<file path="src/rtl/mdu_pkg.sv">
// Shared types and constants for the RV32M multiply/divide unit.
package mdu_pkg;

  localparam int XLEN = 32;

  localparam logic [XLEN-1:0] DIV_BY_ZERO_Q = 32'hFFFF_FFFF;
  localparam logic [XLEN-1:0] INT_MIN       = 32'h8000_0000;

  typedef enum logic [2:0] {
    OP_MUL    = 3'b000,
    OP_MULH   = 3'b001,
    OP_MULHSU = 3'b010,
    OP_MULHU  = 3'b011,
    OP_DIV    = 3'b100,
    OP_DIVU   = 3'b101,
    OP_REM    = 3'b110,
    OP_REMU   = 3'b111
  } mdu_op_e;

  typedef enum logic [1:0] {
    S_IDLE,
    S_CALC,
    S_FIXUP,
    S_DONE
  } mdu_state_e;

endpackage

</file>
<file path="src/rtl/mdu_operand_cond.sv">
// Operand conditioning: signedness decode, magnitudes and result sign-correction flags.
module mdu_operand_cond
  import mdu_pkg::*;
(
  input  mdu_op_e         op,
  input  logic [XLEN-1:0] a,
  input  logic [XLEN-1:0] b,
  output logic            signed_a,
  output logic            signed_b,
  output logic [XLEN-1:0] mag_a,
  output logic [XLEN-1:0] mag_b,
  output logic            neg_prod,
  output logic            neg_quo,
  output logic            neg_rem
);

  logic neg_a;
  logic neg_b;

  // MUL is treated as signed x signed; its low word is identical either way.
  always_comb begin
    signed_a = 1'b0;
    signed_b = 1'b0;
    case (op)
      OP_MUL, OP_MULH, OP_DIV, OP_REM: begin
        signed_a = 1'b1;
        signed_b = 1'b1;
      end
      OP_MULHSU: signed_a = 1'b1;
      default: ;
    endcase
  end

  assign neg_a = signed_a & a[XLEN-1];
  assign neg_b = signed_b & b[XLEN-1];

  assign mag_a = neg_a ? -a : a;
  assign mag_b = neg_b ? -b : b;

  assign neg_prod = ~op[2] & (neg_a ^ neg_b);
  assign neg_quo  = (op == OP_DIV) & (neg_a ^ neg_b);
  assign neg_rem  = (op == OP_REM) & neg_a;

endmodule

</file>
<file path="src/rtl/mdu.sv">
// Iterative RV32M multiply/divide unit: fixed 32-step shift-add multiply / restoring divide.
module mdu
  import mdu_pkg::*;
#(
  parameter int CALC_CYCLES = 32
) (
  input  logic            clk,
  input  logic            rst_n,
  input  logic            start,
  input  logic            kill,
  input  logic [2:0]      mdu_op,
  input  logic [XLEN-1:0] in_a,
  input  logic [XLEN-1:0] in_b,
  output logic            busy,
  output logic            done,
  output logic [XLEN-1:0] result
);

  localparam logic [5:0] LAST_STEP = 6'(CALC_CYCLES - 1);

  mdu_op_e         op_in;
  logic            signed_a;
  logic            signed_b;
  logic [XLEN-1:0] mag_a;
  logic [XLEN-1:0] mag_b;
  logic            neg_prod;
  logic            neg_quo;
  logic            neg_rem;
  logic            div_zero_in;
  logic            overflow_in;

  mdu_state_e        state;
  logic [5:0]        counter;
  mdu_op_e           op_q;
  logic              neg_prod_q;
  logic              neg_quo_q;
  logic              neg_rem_q;
  logic              div_zero_q;
  logic              overflow_q;
  logic [XLEN-1:0]   mag_a_q;
  logic [XLEN-1:0]   mag_b_q;
  logic [2*XLEN-1:0] acc;
  logic [XLEN-1:0]   rem;

  logic [XLEN:0]     mul_sum;
  logic [XLEN:0]     div_shift;
  logic [XLEN:0]     div_trial;
  logic [2*XLEN-1:0] prod_fix;
  logic [XLEN-1:0]   quo_fix;
  logic [XLEN-1:0]   rem_fix;
  logic [XLEN-1:0]   fix_result;

  assign op_in = mdu_op_e'(mdu_op);

  mdu_operand_cond u_operand_cond (
    .op       (op_in),
    .a        (in_a),
    .b        (in_b),
    .signed_a (signed_a),
    .signed_b (signed_b),
    .mag_a    (mag_a),
    .mag_b    (mag_b),
    .neg_prod (neg_prod),
    .neg_quo  (neg_quo),
    .neg_rem  (neg_rem)
  );

  assign div_zero_in = (in_b == '0);
  assign overflow_in = signed_a & signed_b & (in_a == INT_MIN) & (in_b == '1);

  // acc low half doubles as multiplier (shifted out) or dividend/quotient (shifted through).
  assign mul_sum   = {1'b0, acc[2*XLEN-1:XLEN]} + (acc[0] ? {1'b0, mag_a_q} : '0);
  assign div_shift = {rem, acc[XLEN-1]};
  assign div_trial = div_shift - {1'b0, mag_b_q};

  assign prod_fix = neg_prod_q ? -acc : acc;
  assign quo_fix  = neg_quo_q ? -acc[XLEN-1:0] : acc[XLEN-1:0];
  assign rem_fix  = neg_rem_q ? -rem : rem;

  // Special cases override the iterated value; the dividend is rebuilt from its magnitude.
  always_comb begin
    fix_result = '0;
    case (op_q)
      OP_MUL: fix_result = prod_fix[XLEN-1:0];
      OP_MULH, OP_MULHSU, OP_MULHU: fix_result = prod_fix[2*XLEN-1:XLEN];
      OP_DIV, OP_DIVU: begin
        if (div_zero_q)      fix_result = DIV_BY_ZERO_Q;
        else if (overflow_q) fix_result = INT_MIN;
        else                 fix_result = quo_fix;
      end
      OP_REM, OP_REMU: begin
        if (div_zero_q)      fix_result = neg_rem_q ? -mag_a_q : mag_a_q;
        else if (overflow_q) fix_result = '0;
        else                 fix_result = rem_fix;
      end
      default: fix_result = '0;
    endcase
  end

  always_ff @(posedge clk or negedge rst_n) begin
    if (!rst_n) begin
      state      <= S_IDLE;
      counter    <= '0;
      op_q       <= OP_MUL;
      neg_prod_q <= 1'b0;
      neg_quo_q  <= 1'b0;
      neg_rem_q  <= 1'b0;
      div_zero_q <= 1'b0;
      overflow_q <= 1'b0;
      mag_a_q    <= '0;
      mag_b_q    <= '0;
      acc        <= '0;
      rem        <= '0;
      busy       <= 1'b0;
      done       <= 1'b0;
      result     <= '0;
    end else begin
      done <= 1'b0;
      case (state)
        S_IDLE: begin
          if (start && !kill) begin
            state      <= S_CALC;
            busy       <= 1'b1;
            counter    <= '0;
            op_q       <= op_in;
            neg_prod_q <= neg_prod;
            neg_quo_q  <= neg_quo;
            neg_rem_q  <= neg_rem;
            div_zero_q <= div_zero_in;
            overflow_q <= overflow_in;
            mag_a_q    <= mag_a;
            mag_b_q    <= mag_b;
            acc        <= {{XLEN{1'b0}}, (op_in[2] ? mag_a : mag_b)};
            rem        <= '0;
          end
        end
        S_CALC: begin
          if (kill) begin
            state <= S_IDLE;
            busy  <= 1'b0;
          end else begin
            if (!op_q[2]) begin
              acc <= {mul_sum, acc[XLEN-1:1]};
            end else begin
              rem            <= div_trial[XLEN] ? div_shift[XLEN-1:0] : div_trial[XLEN-1:0];
              acc[XLEN-1:0]  <= {acc[XLEN-2:0], ~div_trial[XLEN]};
            end
            if (counter == LAST_STEP) state <= S_FIXUP;
            else                      counter <= counter + 6'd1;
          end
        end
        S_FIXUP: begin
          if (kill) begin
            state <= S_IDLE;
            busy  <= 1'b0;
          end else begin
            result <= fix_result;
            done   <= 1'b1;
            state  <= S_DONE;
          end
        end
        S_DONE: begin
          state <= S_IDLE;
          busy  <= 1'b0;
        end
        default: begin
          state <= S_IDLE;
          busy  <= 1'b0;
        end
      endcase
    end
  end

endmodule
</file>
<file path="config.mk">
export PLATFORM = sky130hd
export DESIGN_NAME = mdu
export DESIGN_NICKNAME = d
export VERILOG_FILES = /design/src/rtl/mdu_pkg.sv /design/src/rtl/mdu_operand_cond.sv /design/src/rtl/mdu.sv
export SDC_FILE = /design/constraint.sdc
export NUM_CORES = 1
export LEC_CHECK = 0
export CORE_UTILIZATION = 25
export DETAILED_ROUTE_END_ITERATION = 8
export GPL_ROUTABILITY_DRIVEN = 0
export PLACE_DENSITY_LB_ADDON = 0.15
export SYNTH_ARGS = -nofsm -noshare
export SYNTH_HDL_FRONTEND = slang
export SYNTH_SLANG_ARGS = --single-unit
</file>
<file path="constraint.sdc">
create_clock -name clk -period 4 [get_ports clk]
set_input_delay 0.6 -clock clk [delete_from_list [all_inputs] [get_ports clk]]
set_output_delay 0.6 -clock clk [all_outputs]
set_load 0.02 [all_outputs]
</file>
==> flow_metrics.py, run 1 <==
metrics = {
    "power_and_ir_drop": {
        "p_switching_mw": 7.16,
        "pwr-share-seq_pct": 28.0,
        "clockPowerShare_pct": 17.2,
        "power_density_nw_per_um2": 669,
        "leakagePower_nw": 9.00,
        "p_comb_share_pct": 54.7,
        "p_int_mw": 7.34,
        "netSwitchingFraction_pct": 49.4,
        "ir_worst_vdd_mv": 0.304,
    },
    "sta": {
        "fin_hold_ws_ns": -0.0240,
        "finalSetupViolations": 0,
        "tightest_slew_ns": 1.07,
        "fin_crit_ns": 3.77,
        "max_freq_mhz": 266,
        "rsz0062_at_grt": "no",
        "timing.slew.headroom_pct": 28.7,
        "fin_tns_setup_ns": 0,
        "period_share_pct": 94.1,
        "drv_slew": 0,
        "finClkSkew_ns": 0.0342,
        "hold_viol_final": 12,
    },
    "clock_tree": {
        "insertion_delay_ns": 0.59,
        "cts_buffers": 29,
        "cts_tree": "built",
        "clock-sinks": 210,
        "cts-root-buf": "clkbuf_16",
        "cts-htree-levels": 1,
        "clkSlewWorstSetupHoldPaths_ns": 0.06,
        "clk_path_buf_depth": 3,
    },
    "floorplanning": {
        "rows": 98,
        "io-pin-count": 105,
        "fp.dieW_um": 272,
        "die_h_um": 272,
        "core_sq_um": 71700,
        "start_util_pct": 25.3,
        "die-area_sq_um": 73800,
    },
    "setup_path": {
        "rr_startpoint": "acc[32]$_DFFE_PN0P_",
        "reg2reg_to": "result[17]$_DFFE_PN0P_",
        "start_kind": "flip-flop",
        "cp_max_fo": 6,
        "r2r_cells": 9,
        "end_kind": "flip-flop",
        "cp.arrival_ns": 4.24,
        "rrSetupSlack_ns": 0.23,
        "path_class": "flip-flop to flip-flop",
        "critPathRequiredTime_ns": 4.47,
    },
    "final_layout": {
        "fin_nets": 2612,
        "finish.instance_area_sq_um": 21700,
        "antenna_cells": 0,
        "drive_above_1_share_pct": 8.86,
        "area_growth_pct": 19.4,
    },
    "detailed_routing": {
        "via_per_inst": 5.32,
        "initialDrtViolationCount": 1653,
        "final_antenna_net_count": 0,
        "dr.pass1.iters": 5,
        "drc_errors": 0,
        "vias": 18200,
        "drt-total-wl_um": 78400,
        "routedWlPerCell_um": 22.8,
    },
    "yosys": {
        "ys.warnings.count": 0,
        "synth-async-reset-ratio_pct": 100,
        "synth_nets": 2505,
        "ys_ff_latch": 210,
        "syn_avg_cell_area_sq_um": 7.71,
        "ys_types": 79,
        "synth_area_sq_um": 18200,
        "synth_area_leaders": "dfrtp_1 (29%), nand2_1 (6.8%), o21ai_0 (6.7%), xor2_1 (6.1%), xnor2_1 (5.6%)",
        "synth-edff-count": 0,
        "syn_inst": 2358,
        "synth.largest_area_cell": "dfrtp_1",
        "ys.flop_type": "dfrtp_1",
        "synth.top_cell.area_share_pct": 28.9,
        "ys_seq_area_share_pct": 28.9,
    },
    "grt": {
        "grt-ovfl-total": 0,
        "grt_pass1_vias": 17600,
        "grt_max_degree": 141,
        "grt_pass1_wl_um": 116000,
        "grt_usage_pct": 20.8,
        "antenna_found_initial": 2,
    },
    "placed_design": {
        "port_buffers": 104,
        "place_area_sq_um": 20800,
        "dp_hpwl_um": 61300,
    },
    "hold_path": {
        "worstHoldPathType": "primary input to async pin",
    },
    "status": {
        "violations": "hold timing",
        "status": "finished, violations left",
    },
    "run": {
        "cap_violations": 0,
    },
}
## worst max-delay path by stage
stage | from | end | slack, ns | cells past startpoint
after floorplan | acc[30]$_DFFE_PN0P_ | result[21]$_DFFE_PN0P_ | 0.59 | 10
after global placement | in_a[8] | acc[27]$_DFFE_PN0P_ | 0.25 | 10
after detailed placement | in_a[8] | acc[27]$_DFFE_PN0P_ | 0.20 | 10
after CTS | acc[0]$_DFFE_PN0P_ | acc[61]$_DFFE_PN0P_ | 0.20 | 16
after global routing | acc[32]$_DFFE_PN0P_ | result[17]$_DFFE_PN0P_ | 0.002 | 9
final | acc[32]$_DFFE_PN0P_ | result[17]$_DFFE_PN0P_ | 0.23 | 9
## per-stage QoR
stage / util, % / std cells / hold WS (ns) / total power [mW] / worst slack [ns]
3_5_place_dp: 29.0 / 3384 / 0.473 / 11.9 / 0.203
3_3_place_gp: 29.0 / 3384 / 0.462 / 11.8 / 0.250
2_1_floorplan: - / 2358 / 0.304 / 8.66 / 0.592
5_1_grt: 30.2 / 3433 / 0.0191 / 15.5 / 0.00243
6_report: 30.2 / 3433 / -0.0240 / 14.5 / 0.234
4_1_cts: 30.2 / 3433 / 0.00490 / 14.5 / 0.196
## synthesized netlist by cell type (all sizes together), types with 11 or more instances
| library cell | count |
|---|---|
| o31ai | 41 |
| nand3 | 41 |
| xor2 | 126 |
| dfrtp | 210 |
| nor4 | 15 |
| a22oi | 14 |
| nand2b | 41 |
| a211oi | 16 |
| a31oi | 42 |
| a21oi | 167 |
| o41ai | 20 |
| nand4 | 43 |
| nor2b | 11 |
| ha | 74 |
| and2 | 40 |
| o21ai | 248 |
| or2 | 11 |
| inv | 75 |
| or3 | 32 |
| mux2 | 19 |
| or4 | 19 |
| o221ai | 13 |
| nor2 | 175 |
| a21o | 31 |
| xnor2 | 116 |
| buf | 12 |
| o211ai | 34 |
| clkbuf | 139 |
| nor3 | 47 |
| nand2 | 328 |
| mux2i | 36 |
## cell usage in the layout (no fill, tap or decap), drive strengths merged, types with 47 or more instances in the layout
cell type      instances
nand2                328
ha                    74
o21ai                248
buf                  125
xnor2                116
xor2                 126
inv                   77
nor3                  47
a21oi                167
nor2                 175
clkdlybuf4s50        102
dfrtp                210
## state kept, by name (all words and copies together) (netlist names), 2 cells and up
| signal | cells |
|---|---|
| acc | 64 |
| mag_a_q | 32 |
| mag_b_q | 32 |
| rem | 32 |
| result | 32 |
| counter | 6 |
| op_q | 3 |
| state | 2 |
## routing by layer
layer | share of wire, % | GRT usage [%] | vias to the layer above | wire, um
li1 | - | - | 8662 | -
met1 | 49 | 30.6 | 8912 | 38500
met2 | 43 | 31.7 | 587 | 33900
met3 | 5.1 | 2.18 | 84 | 3980
met4 | 2.6 | 5.81 | 2 | 2050
met5 | 0.017 | 0 | - | 13
## worst max-delay path, cell delays in order (launching register included)
cell	delay (ns)
dfrtp_1	0.42
or4_4	0.59
or4_4	0.44
or3_1	0.41
or4_4	0.56
o41ai_2	0.25
xnor2_1	0.11
a2111oi_0	0.60
buf_4	0.22
o21ai_1	0.05
## timing repair
item                       CTS  global route
hold buffers                 0             0
hold endpoints to repair     0             0
setup endpoints to repair    0             1
resized for setup            0             1
buffers inserted             0             0
## power by group through the flow
stage	registers [mW]	logic (mW)	clock network [mW]
2_1_floorplan	3.53	5.14	0
3_3_place_gp	4.04	7.80	0
3_5_place_dp	4.06	7.83	0
4_1_cts	4.02	7.86	2.57
5_1_grt	4.14	8.67	2.65
6_report	4.07	7.94	2.50
## logic make-up after synthesis
group	after synthesis	synth area share, %
compound gates	720	24.7
buf+inv	228	4.76
fa+ha+maj	76	5.32
simple gates	826	21.4
xor+xnor	242	11.7
flops	210	28.9
mux	56	3.31
## layout make-up
type	instances	area, sq um
fill	7749	50000
clock buffer	39	793
multi-input combinational	1920	12100
clock inverter	10	87.6
sequential	210	5260
tap	950	1190
timing repair buffer	227	2000
inverter	77	289
Power figures use the tool's default switching activity.
==> run 2, diff against run 1 <==
CORE_UTILIZATION = 35   (was 25)
CTS_BUF_LIST = sky130_fd_sc_hd__clkbuf_4 sky130_fd_sc_hd__clkbuf_8   (was unset)
==> flow_metrics.py, run 2 (synthesis gave the netlist of run 1 again) <==
metrics = {
    "status": {
        "status": "finished, violations left",
        "violations": "DRC",
    },
    "placed_design": {
        "dp_hpwl_um": 53900,
        "port_buffers": 104,
        "place_area_sq_um": 20300,
    },
    "sta": {
        "drv_slew": 0,
        "finClkSkew_ns": 0.0399,
        "period_share_pct": 92.9,
        "finalSetupViolations": 0,
        "fin_tns_setup_ns": 0,
        "max_freq_mhz": 269,
        "timing.slew.headroom_pct": 15.0,
        "rsz0062_at_grt": "no",
        "hold_viol_final": 0,
        "tightest_slew_ns": 1.27,
        "fin_crit_ns": 3.72,
    },
    "hold_path": {
        "min_delay_worst_endpoint": "result[6]$_DFFE_PN0P_",
        "hold-path-cell-count": 2,
        "worstHoldPathType": "flip-flop to flip-flop",
        "hp-start": "result[6]$_DFFE_PN0P_",
    },
    "detailed_routing": {
        "via_per_inst": 5.76,
        "vias": 18200,
        "initialDrtViolationCount": 2004,
        "dr.pass1.iters": 9,
        "routedWlPerCell_um": 22.1,
        "drc_errors": 4,
        "drt-total-wl_um": 69900,
        "final_antenna_net_count": 0,
    },
    "floorplanning": {
        "die-area_sq_um": 52800,
        "core_sq_um": 51300,
        "io-pin-count": 105,
        "die_h_um": 230,
        "rows": 83,
        "start_util_pct": 35.4,
        "fp.dieW_um": 230,
    },
    "run": {
        "cap_violations": 0,
    },
    "setup_path": {
        "critPathRequiredTime_ns": 4.51,
        "worst-path-buf-inv": 1,
        "rr_startpoint": "acc[30]$_DFFE_PN0P_",
        "path_class": "flip-flop to flip-flop",
        "cp_slowest_stage_delay_ns": 0.59,
        "reg2reg_to": "result[17]$_DFFE_PN0P_",
        "start_kind": "flip-flop",
        "cp_cell_sequence": "or4_4, or4_4, or3_1, or4_4, o41ai_2, xnor2_1, a2111oi_0, buf_4, o21ai_1",
        "crit_slowest_cell": "or4_4",
        "critPathTopFamily": "simple AND/OR/NAND/NOR gates",
        "cp_max_fo": 9,
        "r2r_cells": 9,
        "end_kind": "flip-flop",
        "rrSetupSlack_ns": 0.28,
        "cp.arrival_ns": 4.23,
        "timing.critical_path.mode_cell": "or4_4",
    },
    "clock_tree": {
        "cts_tree": "built",
        "clkSlewWorstSetupHoldPaths_ns": 0.06,
        "clock-sinks": 210,
        "cts-root-buf": "clkbuf_8",
        "clk_path_buf_depth": 3,
        "insertion_delay_ns": 0.62,
        "cts-htree-levels": 2,
        "cts_setup_buffers": 0,
        "cts_buffers": 41,
    },
    "final_layout": {
        "final_common_cell": "nand2_1",
        "largest_reg_flops": 64,
        "area_growth_pct": 16.3,
        "layout_common_cells": "nand2_1 (327), o21ai_0 (243), dfrtp_1 (207)",
        "top_register": "acc",
        "fin_nets": 2602,
        "finish.instance_area_sq_um": 21100,
        "drive_above_1_share_pct": 9.06,
    },
    "power_and_ir_drop": {
        "leakagePower_nw": 8.91,
        "ir_worst_vdd_mv": 0.216,
        "power_density_nw_per_um2": 656,
    },
    "grt": {
        "grt_pass1_vias": 16900,
        "antenna_found_initial": 1,
        "grt_max_degree": 93,
        "grt_usage_pct": 26.1,
        "grt-ovfl-total": 0,
        "grt_pass1_wl_um": 106000,
    },
}
run 2: per-stage QoR:
step           total power, mW  hold slack, ns  utilization (%)  cells  setup WS, ns
6_report                  13.9           0.471             41.2   3164         0.285
5_1_grt                   14.8           0.507             41.2   3163         0.170
4_1_cts                   13.7           0.475             41.2   3163         0.324
3_5_place_dp              11.4           0.459             39.6   3091         0.325
3_3_place_gp              11.3           0.452             39.6   3091         0.395
2_1_floorplan             8.66           0.304                -   2358         0.592
run 2: where the power goes:
part           internal, mW  switching [mW]  total [mW]
sequential             2.85            1.26        4.12
combinational          2.92            4.56        7.48
clock                  1.25            1.02        2.27
total                  7.03            6.84        13.9
run 2: worst min-delay path, cell delays in order, from the launching register on:
cell	delay [ns]
dfrtp_1	0.34
nand2_1	0.05
nand2_1	0.05
run 2: repair_timing:
item / in CTS / in global routing
hold buffers: 1 / 0
endpoints found under the hold margin: 1 / 0
resized for setup: 0 / 0
run 2: area by class of cell:
class / count / area [sq um]
Tap cell: 680 / 851
Timing Repair Buffer: 205 / 1840
Fill cell: 5255 / 30200
Clock inverter: 7 / 45.0
Antenna cell: 1 / 2.50
Multi-Input combinational cell: 1920 / 12100
Sequential cell: 210 / 5260
Inverter: 77 / 289
Clock buffer: 64 / 787
run 2: layer usage:
metal	up-vias	track usage, %	routed length, um	share of wire [%]
met2	825	38.2	29400	42
met4	0	11.3	2740	3.9
met3	116	3.70	5050	7.2
met5	-	0	0	0
li1	8660	-	-	-
met1	8634	37.9	32700	47
run 2: worst max-delay path by stage:
stage / from / to / slack [ns] / cells after the start
2_1_floorplan: acc[30]$_DFFE_PN0P_ / result[21]$_DFFE_PN0P_ / 0.59 / 10
3_3_place_gp: in_a[8] / acc[26]$_DFFE_PN0P_ / 0.39 / 10
3_5_place_dp: acc[30]$_DFFE_PN0P_ / result[17]$_DFFE_PN0P_ / 0.33 / 9
4_1_cts: acc[30]$_DFFE_PN0P_ / result[17]$_DFFE_PN0P_ / 0.32 / 9
5_1_grt: acc[30]$_DFFE_PN0P_ / result[17]$_DFFE_PN0P_ / 0.17 / 9
6_report: acc[30]$_DFFE_PN0P_ / result[17]$_DFFE_PN0P_ / 0.28 / 9
